===== src/rtl/pipe_ctrl_pkg.sv =====
// Shared types and constants for the F/D/E pipeline control block.
package pipe_ctrl_pkg;

    // Control FSM: normal flow, or E blocked on a data-memory access.
    typedef enum logic [0:0] {
        RUN      = 1'b0,
        MEM_WAIT = 1'b1
    } state_t;

    // Writeback source select as carried by the E stage.
    localparam logic [1:0] WB_ALU  = 2'b00;
    localparam logic [1:0] WB_LOAD = 2'b01;
    localparam logic [1:0] WB_PC4  = 2'b10;

    // Architectural zero register; never a forwarding source.
    localparam logic [4:0] REG_ZERO = 5'd0;

    // Only the ALU result exists in E early enough to be forwarded.
    function automatic logic wb_forwardable(input logic [1:0] wb_sel);
        return wb_sel == WB_ALU;
    endfunction

endpackage


===== src/rtl/fwd_detect.sv =====
// Combinational RAW hazard decode between the D-stage sources and the E-stage destination.
module fwd_detect
    import pipe_ctrl_pkg::*;
(
    input  logic [4:0] rs1,
    input  logic [4:0] rs2,
    input  logic       rs1_used,
    input  logic       rs2_used,
    input  logic [4:0] rd,
    input  logic       reg_wr,
    input  logic [1:0] wb_sel,
    output logic       hit_a,
    output logic       hit_b,
    output logic       fwd_a,
    output logic       fwd_b,
    output logic       use_stall
);

    logic wr_valid;
    logic alu_src;

    // A match is real only if E writes a register other than x0.
    always_comb begin
        wr_valid  = reg_wr && (rd != REG_ZERO);
        alu_src   = wb_forwardable(wb_sel);
        hit_a     = rs1_used && wr_valid && (rd == rs1);
        hit_b     = rs2_used && wr_valid && (rd == rs2);
        fwd_a     = hit_a && alu_src;
        fwd_b     = hit_b && alu_src;
        use_stall = (hit_a || hit_b) && !alu_src;
    end

endmodule


===== src/rtl/pipe_hazard_ctrl.sv =====
// Central hazard, forwarding and data-memory handshake control for the 3-stage pipeline.
module pipe_hazard_ctrl
    import pipe_ctrl_pkg::*;
#(
    parameter int unsigned MEM_TIMEOUT = 16,
    parameter int unsigned CNT_W       = 16
) (
    input  logic             clk,
    input  logic             rst,
    input  logic [4:0]       rs1_D,
    input  logic [4:0]       rs2_D,
    input  logic             rs1_used_D,
    input  logic             rs2_used_D,
    input  logic [4:0]       rd_E,
    input  logic             reg_wr_E,
    input  logic [1:0]       wb_sel_E,
    input  logic             mem_rd_E,
    input  logic             mem_wr_E,
    input  logic             br_taken,
    input  logic             dmem_ack,
    output logic             for_A,
    output logic             for_B,
    output logic             dmem_req,
    output logic             stall_F,
    output logic             stall_D,
    output logic             hold_E,
    output logic             bubble_E,
    output logic             flush_D,
    output logic             mem_timeout,
    output logic [CNT_W-1:0] stall_count,
    output logic [CNT_W-1:0] flush_count
);

    localparam int unsigned WCNT_W = $clog2(MEM_TIMEOUT + 1);
    localparam logic [WCNT_W-1:0] WAIT_MAX = WCNT_W'(MEM_TIMEOUT);

    state_t            state;
    state_t            state_next;
    logic [WCNT_W-1:0] wait_cnt;
    logic [WCNT_W-1:0] wait_cnt_next;
    logic              timeout_set;
    logic              run_ctrl;
    logic              fwd_en;

    logic hit_a;
    logic hit_b;
    logic fwd_a;
    logic fwd_b;
    logic use_stall;

    fwd_detect u_fwd_detect (
        .rs1       (rs1_D),
        .rs2       (rs2_D),
        .rs1_used  (rs1_used_D),
        .rs2_used  (rs2_used_D),
        .rd        (rd_E),
        .reg_wr    (reg_wr_E),
        .wb_sel    (wb_sel_E),
        .hit_a     (hit_a),
        .hit_b     (hit_b),
        .fwd_a     (fwd_a),
        .fwd_b     (fwd_b),
        .use_stall (use_stall)
    );

    // Next-state and pipeline control outputs; reset forces a flushed, request-free pipeline.
    always_comb begin
        state_next    = state;
        wait_cnt_next = wait_cnt;
        timeout_set   = 1'b0;
        run_ctrl      = 1'b0;
        fwd_en        = 1'b0;
        dmem_req      = 1'b0;
        stall_F       = 1'b0;
        stall_D       = 1'b0;
        hold_E        = 1'b0;
        bubble_E      = 1'b0;
        flush_D       = 1'b0;

        if (rst) begin
            bubble_E = 1'b1;
            flush_D  = 1'b1;
        end else begin
            unique case (state)
                RUN: begin
                    dmem_req = mem_rd_E || mem_wr_E;
                    fwd_en   = 1'b1;
                    if (dmem_req && !dmem_ack) begin
                        stall_F       = 1'b1;
                        stall_D       = 1'b1;
                        hold_E        = 1'b1;
                        state_next    = MEM_WAIT;
                        wait_cnt_next = WCNT_W'(1);
                    end else begin
                        run_ctrl = 1'b1;
                    end
                end
                MEM_WAIT: begin
                    dmem_req = 1'b1;
                    if (dmem_ack || (wait_cnt == WAIT_MAX)) begin
                        // Genuine or forced completion: behave as an unheld RUN cycle.
                        run_ctrl      = 1'b1;
                        fwd_en        = 1'b1;
                        timeout_set   = !dmem_ack;
                        state_next    = RUN;
                        wait_cnt_next = '0;
                    end else begin
                        stall_F       = 1'b1;
                        stall_D       = 1'b1;
                        hold_E        = 1'b1;
                        wait_cnt_next = wait_cnt + 1'b1;
                    end
                end
                default: begin
                    state_next    = RUN;
                    wait_cnt_next = '0;
                end
            endcase

            // A taken branch squashes D, so a load-use stall on that D is moot.
            if (run_ctrl) begin
                if (br_taken) begin
                    flush_D  = 1'b1;
                    bubble_E = 1'b1;
                end else if (use_stall) begin
                    stall_F  = 1'b1;
                    stall_D  = 1'b1;
                    bubble_E = 1'b1;
                end
            end
        end

        for_A = fwd_en && fwd_a;
        for_B = fwd_en && fwd_b;
    end

    // FSM state, wait counter and sticky timeout flag.
    always_ff @(posedge clk) begin
        if (rst) begin
            state       <= RUN;
            wait_cnt    <= '0;
            mem_timeout <= 1'b0;
        end else begin
            state    <= state_next;
            wait_cnt <= wait_cnt_next;
            if (timeout_set) begin
                mem_timeout <= 1'b1;
            end
        end
    end

    // Saturating performance counters for stall and flush cycles.
    always_ff @(posedge clk) begin
        if (rst) begin
            stall_count <= '0;
            flush_count <= '0;
        end else begin
            if (stall_F && (stall_count != '1)) begin
                stall_count <= stall_count + CNT_W'(1);
            end
            if (flush_D && (flush_count != '1)) begin
                flush_count <= flush_count + CNT_W'(1);
            end
        end
    end

endmodule


===== config.mk =====
export PLATFORM = sky130hd
export DESIGN_NAME = pipe_hazard_ctrl
export DESIGN_NICKNAME = d
export VERILOG_FILES = /design/src/rtl/pipe_ctrl_pkg.sv /design/src/rtl/fwd_detect.sv /design/src/rtl/pipe_hazard_ctrl.sv
export SDC_FILE = /design/constraint.sdc
export NUM_CORES = 1
export LEC_CHECK = 0
export CAP_MARGIN = 0
export CORE_AREA = 2 2 67 69
export DETAILED_ROUTE_END_ITERATION = 10
export DIE_AREA = 0 0 69 71
export DONT_BUFFER_PORTS = 1
export GPL_TIMING_DRIVEN = 1
export MAX_ROUTING_LAYER = met4
export PLACE_DENSITY = 0.81
export SETUP_SLACK_MARGIN = 0.05
export SLEW_MARGIN = 10
export SYNTH_ARGS = -nofsm -noshare
export SYNTH_HDL_FRONTEND = slang
export SYNTH_HIERARCHICAL = 1
export SYNTH_SLANG_ARGS = --single-unit

===== constraint.sdc =====
create_clock -name clk -period 2.9 [get_ports clk]
set_input_delay 0.29 -clock clk [delete_from_list [all_inputs] [get_ports clk]]
set_output_delay 0.29 -clock clk [all_outputs]
set_load 0.05 [all_outputs]

# --- Word-level counts from Yosys, hierarchy flattened ---
# Cells that the tools add are included.
word_totals:
  register_bits: 39
  input_bits: 26
  elab_cells: 64
classes:
  add_sub_neg: 3
  eq_ne: 6
  n_mux: 29
  n_bitwise: 1
  reduce_logical: 20
ops:
  columns: ["operator", "n"]
  rows:
  - ["16-bit by 1-bit adder with 16-bit output (second input constant)", 2]
  - ["16-bit inequality test (second input constant)", 2]
  - ["1-bit two-way mux", 22]
  - ["1-bit logical AND", 13]
  - ["5-bit equality test", 2]
  - ["5-bit two-way mux", 2]
  - ["5-bit one-hot mux with 2 select lines", 1]
  - ["1-bit one-hot mux with 2 select lines", 4]
  - ["5-bit by 1-bit adder with 5-bit output (second input constant)", 1]
  - ["5-bit equality test (second input constant)", 1]
  - ["5-bit nonzero test", 1]
  - ["1-bit logical OR", 3]
  - ["1-bit logical NOT", 2]
  - ["2-bit logical NOT", 1]
  - ["2-bit inequality test (second input constant)", 1]
  - ["1-bit inverter", 1]

# --- Depth between registers and ports, before layout ---
depth:
  depth_word: 11
  ltp_mapped: 10
  ltp_nobuf: 8

# --- Cells and area by module ---
# The synthesis kept the hierarchy.
modules_own_cells:
  columns: ["module", "instances", "cells_per_inst", "area_each_um2", "seq_area_each_um2"]
  rows:
  - ["pipe_hazard_ctrl", 1, 245, 2075.7, 780.7]
  - ["fwd_detect", 1, 22, 162.7, 0.0]

# --- Worst setup path before layout ---
# No wires, ideal clock.
synth_path:
  kind: "input-to-output"
  startpoint: "input port rd_E[0]"
  endpoint: "output port stall_F"
  t_arrival_ps: 2481
  required_ps: 2610
  slack_ps: 129
  stages: 8
  path_cell_list: "xor2_1 nor4_1 nand3_1 a211oi_2 nor2b_1 nor2_1 nor2_1 buf_4"
synth_via:
  elab_chain_len: 10
  elab_cells_between_ends: 14
  cone_classes: "2 x eq/ne; 4 x mux; 8 x reduce/logical"
synth_lines:
  columns: ["element", "line_no", "source"]
  rows:
  - ["start, declared", "pipe_hazard_ctrl.sv:14", "input logic [4:0] rd_E,"]
  - ["5-bit nonzero test", "fwd_detect.sv:24", "wr_valid = reg_wr && (rd != REG_ZERO);"]
  - ["1-bit logical AND", "fwd_detect.sv:24", null]
  - ["1-bit logical AND (on tied branches) (2 in series)", "fwd_detect.sv:26, fwd_detect.sv:27", null]
  - ["1-bit logical OR *", "fwd_detect.sv:30", "use_stall = (hit_a || hit_b) && !alu_src;"]
  - ["1-bit logical AND *", "fwd_detect.sv:30", null]
  - ["via use_stall", "pipe_hazard_ctrl.sv:49", "logic use_stall;"]
  - ["1-bit two-way mux * (4 in series)", null, null]
  - ["end, declared", "pipe_hazard_ctrl.sv:24", "output logic stall_F,"]
# The timed path passes the listed nets; every way through them passes the cells marked *.

# --- Worst setup path after layout ---
layout_path:
  startpoint: "register wait_cnt[0]"
  endpoint: "output port bubble_E"
layout_via:
  elab_chain_len: 7
layout_lines:
  columns: ["element", "line_no", "source"]
  rows:
  - ["start, declared", "pipe_hazard_ctrl.sv:39", "logic [WCNT_W-1:0] wait_cnt;"]
  - ["start signal, assigned", "pipe_hazard_ctrl.sv:145", "wait_cnt <= wait_cnt_next;"]
  - ["5-bit equality test", "pipe_hazard_ctrl.sv:100", "if (dmem_ack || (wait_cnt == WAIT_MAX)) begin"]
  - ["1-bit logical OR", "pipe_hazard_ctrl.sv:100", null]
  - ["1-bit two-way mux", "pipe_hazard_ctrl.sv:100", null]
  - ["1-bit one-hot mux with 2 select lines", "pipe_hazard_ctrl.sv:84", "unique case (state)"]
  - ["1-bit two-way mux", "pipe_hazard_ctrl.sv:80", "if (rst) begin"]
  - ["1-bit two-way mux", "pipe_hazard_ctrl.sv:121", "if (run_ctrl) begin"]
  - ["1-bit two-way mux", "pipe_hazard_ctrl.sv:80", null]
  - ["end, declared", "pipe_hazard_ctrl.sv:27", "output logic bubble_E,"]
# Every way passes these cells. The select of a mux whose other input is x is not followed.

==> results.sh <==
export IMPL_status="complete, no violations"
export IMPL_crit_chain="inv_1, ha_1, and4bb_1, o221a_2, or2_1, a21o_1"
export IMPL_hold_viol=0
export IMPL_clock_latency_ns=0.28
export IMPL_drv_cap=0
export IMPL_cts_hold_buf=0
export IMPL_syn2layout_area_growth_pct=14.3
export IMPL_slowest_delay_ns=0.46
export IMPL_setup_tns_ns=0
export IMPL_globalRouteOverflowTotal=0
export IMPL_htreeDepth=2
export IMPL_fin_util_pct=60.7
export IMPL_finalSetupViolCount=0
export IMPL_syn_inst=265
export IMPL_end_kind="output pin"
export IMPL_cp_start_kind="flip-flop"
export IMPL_routedWlPerCell_um=14.4
export IMPL_wl_met2_mm=2.42
export IMPL_grt_max_degree=54
export IMPL_grt_antenna_before_repair=0
export IMPL_clock_skew_ns=0.0107
export IMPL_crit_required_ns=2.61
export IMPL_power_density_nw_per_um2=456
export IMPL_syn_num_nets=295
export IMPL_arrival_ns=2.29
export IMPL_gp_congestion=0.836
export IMPL_ant_nets=0
export IMPL_antenna_cells=0
export IMPL_num_nets_final=318
export IMPL_path_max_fanout=18
export IMPL_yosys_warnings=6
export IMPL_fin_hold_ws_ns=0.0696
export IMPL_leakage_nw=0.960
export IMPL_grt_usage_pct=21.1
export IMPL_cts_resized_gates=0
export IMPL_ir_drop_mv=0.315
export IMPL_syn_area_um2=2230
export IMPL_path_buf_inv=1
export IMPL_cts_sinks=39
export IMPL_io_buffer_count=0
export IMPL_die_w_um=69
export IMPL_dieArea_um2=4900
export IMPL_grt_pass1_wl_mm=8.46
export IMPL_io_pins=67
export IMPL_via_per_inst=6.02
export IMPL_drt_iter0_drc=144
export IMPL_routed_wl_mm=4.90
export IMPL_tightest_slew_ns=0.653
export IMPL_vias=2053
export IMPL_die_h_um=71
export IMPL_rsz0062_at_grt="no"
export IMPL_total_power_w=0.00116
export IMPL_post_dp_hpwl_mm=3.57
export IMPL_drc=0
export IMPL_top_layer="met4"
export IMPL_cts_tree="done"
export IMPL_crit_family="compound AO/OA/AOI/OAI gates"
export IMPL_relSlewSlack_pct=56.4
export IMPL_drive_above_1_share_pct=19.7
export IMPL_grt_pass1_vias=1896
export IMPL_numCtsBuffers=5
export IMPL_wl_met1_mm=2.09
export IMPL_initial_core_util_pct=53.1
export IMPL_r2r_slack_ns=0.65
export IMPL_fin_crit_ns=2.58
export IMPL_slowest_stage="o221a_2"
export IMPL_max_freq_mhz=388
export IMPL_met3_length_um=321
export IMPL_post_cts_buffers=0
export IMPL_worst_setup_path_type="flip-flop to output pin"
export IMPL_slew_violations=0
export IMPL_path_clk_slew_ns=0.07
export IMPL_root_buffer="clkbuf_8"
export IMPL_post_route_period_util_pct=88.8
export IMPL_std_cell_rows=24
export IMPL_hold_class="input port to flip-flop"
export IMPL_synth_area_per_cell_um2=8.42
export IMPL_fill_cells=359
export IMPL_core_region_area_um2=4200
export IMPL_clockBufferDepth=2
export IMPL_dr_pass1_iters=4
## metal layers
| layer | track usage [%] | vias to the layer above |
|---|---|---|
| li1 | - | 1013 |
| met1 | 24.6 | 971 |
| met2 | 35.7 | 63 |
| met3 | 5.27 | 6 |
| met4 | 6.54 | 0 |
| met5 | - | - |
## flip-flops by register name, summed over array words and instances, names as in the netlist
| signal | flops |
|---|---|
| mem_timeout | 1 |
| state | 1 |
| wait_cnt | 5 |
| stall_count | 16 |
| flush_count | 16 |
## report_power, final
| part | internal, W | switching [W] | total [W] |
|---|---|---|---|
| logic | 0.0000449 | 0.000107 | 0.000152 |
| registers | 0.000545 | 0.00000727 | 0.000552 |
| clock network | 0.000278 | 0.000181 | 0.000459 |
| total | 0.000868 | 0.000295 | 0.00116 |
## final cells by class
type                       count  area [um2]  share of cell area (%)
inverter                       7        26.3                    1.03
clock buffer                   6        82.6                    3.24
clock inverter                 2        35.0                    1.37
tap                           52        65.1                    2.55
multi-input combinational    206        1340                    52.6
sequential                    39         781                    30.6
timing repair buffer          29         218                    8.54
## through the flow
stage	setup WS (ns)	cell area, um2	cells
2_1_floorplan	0.154	2230	265
3_3_place_gp	0.632	2430	333
3_5_place_dp	0.568	2430	333
4_1_cts	0.318	2550	341
5_1_grt	0.226	2550	341
6_report	0.324	2550	341
## worst reg2reg max path, delay by kind of cell (launching register included)
kind	cells	cell delay (ns)
AND/OR/NAND/NOR	3	0.96
flip-flops	1	0.70
AO/OA/AOI/OAI	1	0.24
multiplexers	1	0.26
## cell usage in the layout (no fill, tap or decap), types with 2 or more instances in the layout
cell        n
nor3b_2     2
or3_1      12
dfxtp_1    39
nor2_1     33
or4_1       3
and3_1      4
nor3_1      2
a311oi_1    2
or2_2       2
nand3_1    14
xor2_1     22
o21ai_2     2
mux2i_1     2
o21ai_0     6
a21oi_1    19
o21ai_1     8
ha_1        4
nand2_1    16
inv_1       7
clkbuf_8    6
xnor2_1     2
nand2b_1    2
nand4_1    10
o211ai_2    5
buf_4      29
o2111ai_1   2
nand4_2     2
a41oi_1     2
nor4_1      6
nor2b_1     2
## final timing paths
kind                  startpoint             end  cells past startpoint
setup / recovery     wait_cnt[0]        bubble_E                      6
setup reg to reg  stall_count[3]  stall_count[1]                      5
hold / removal               rst  flush_count[5]                      1
hold reg to reg      wait_cnt[4]     wait_cnt[4]                      1
Power figures use the tool's default switching activity.
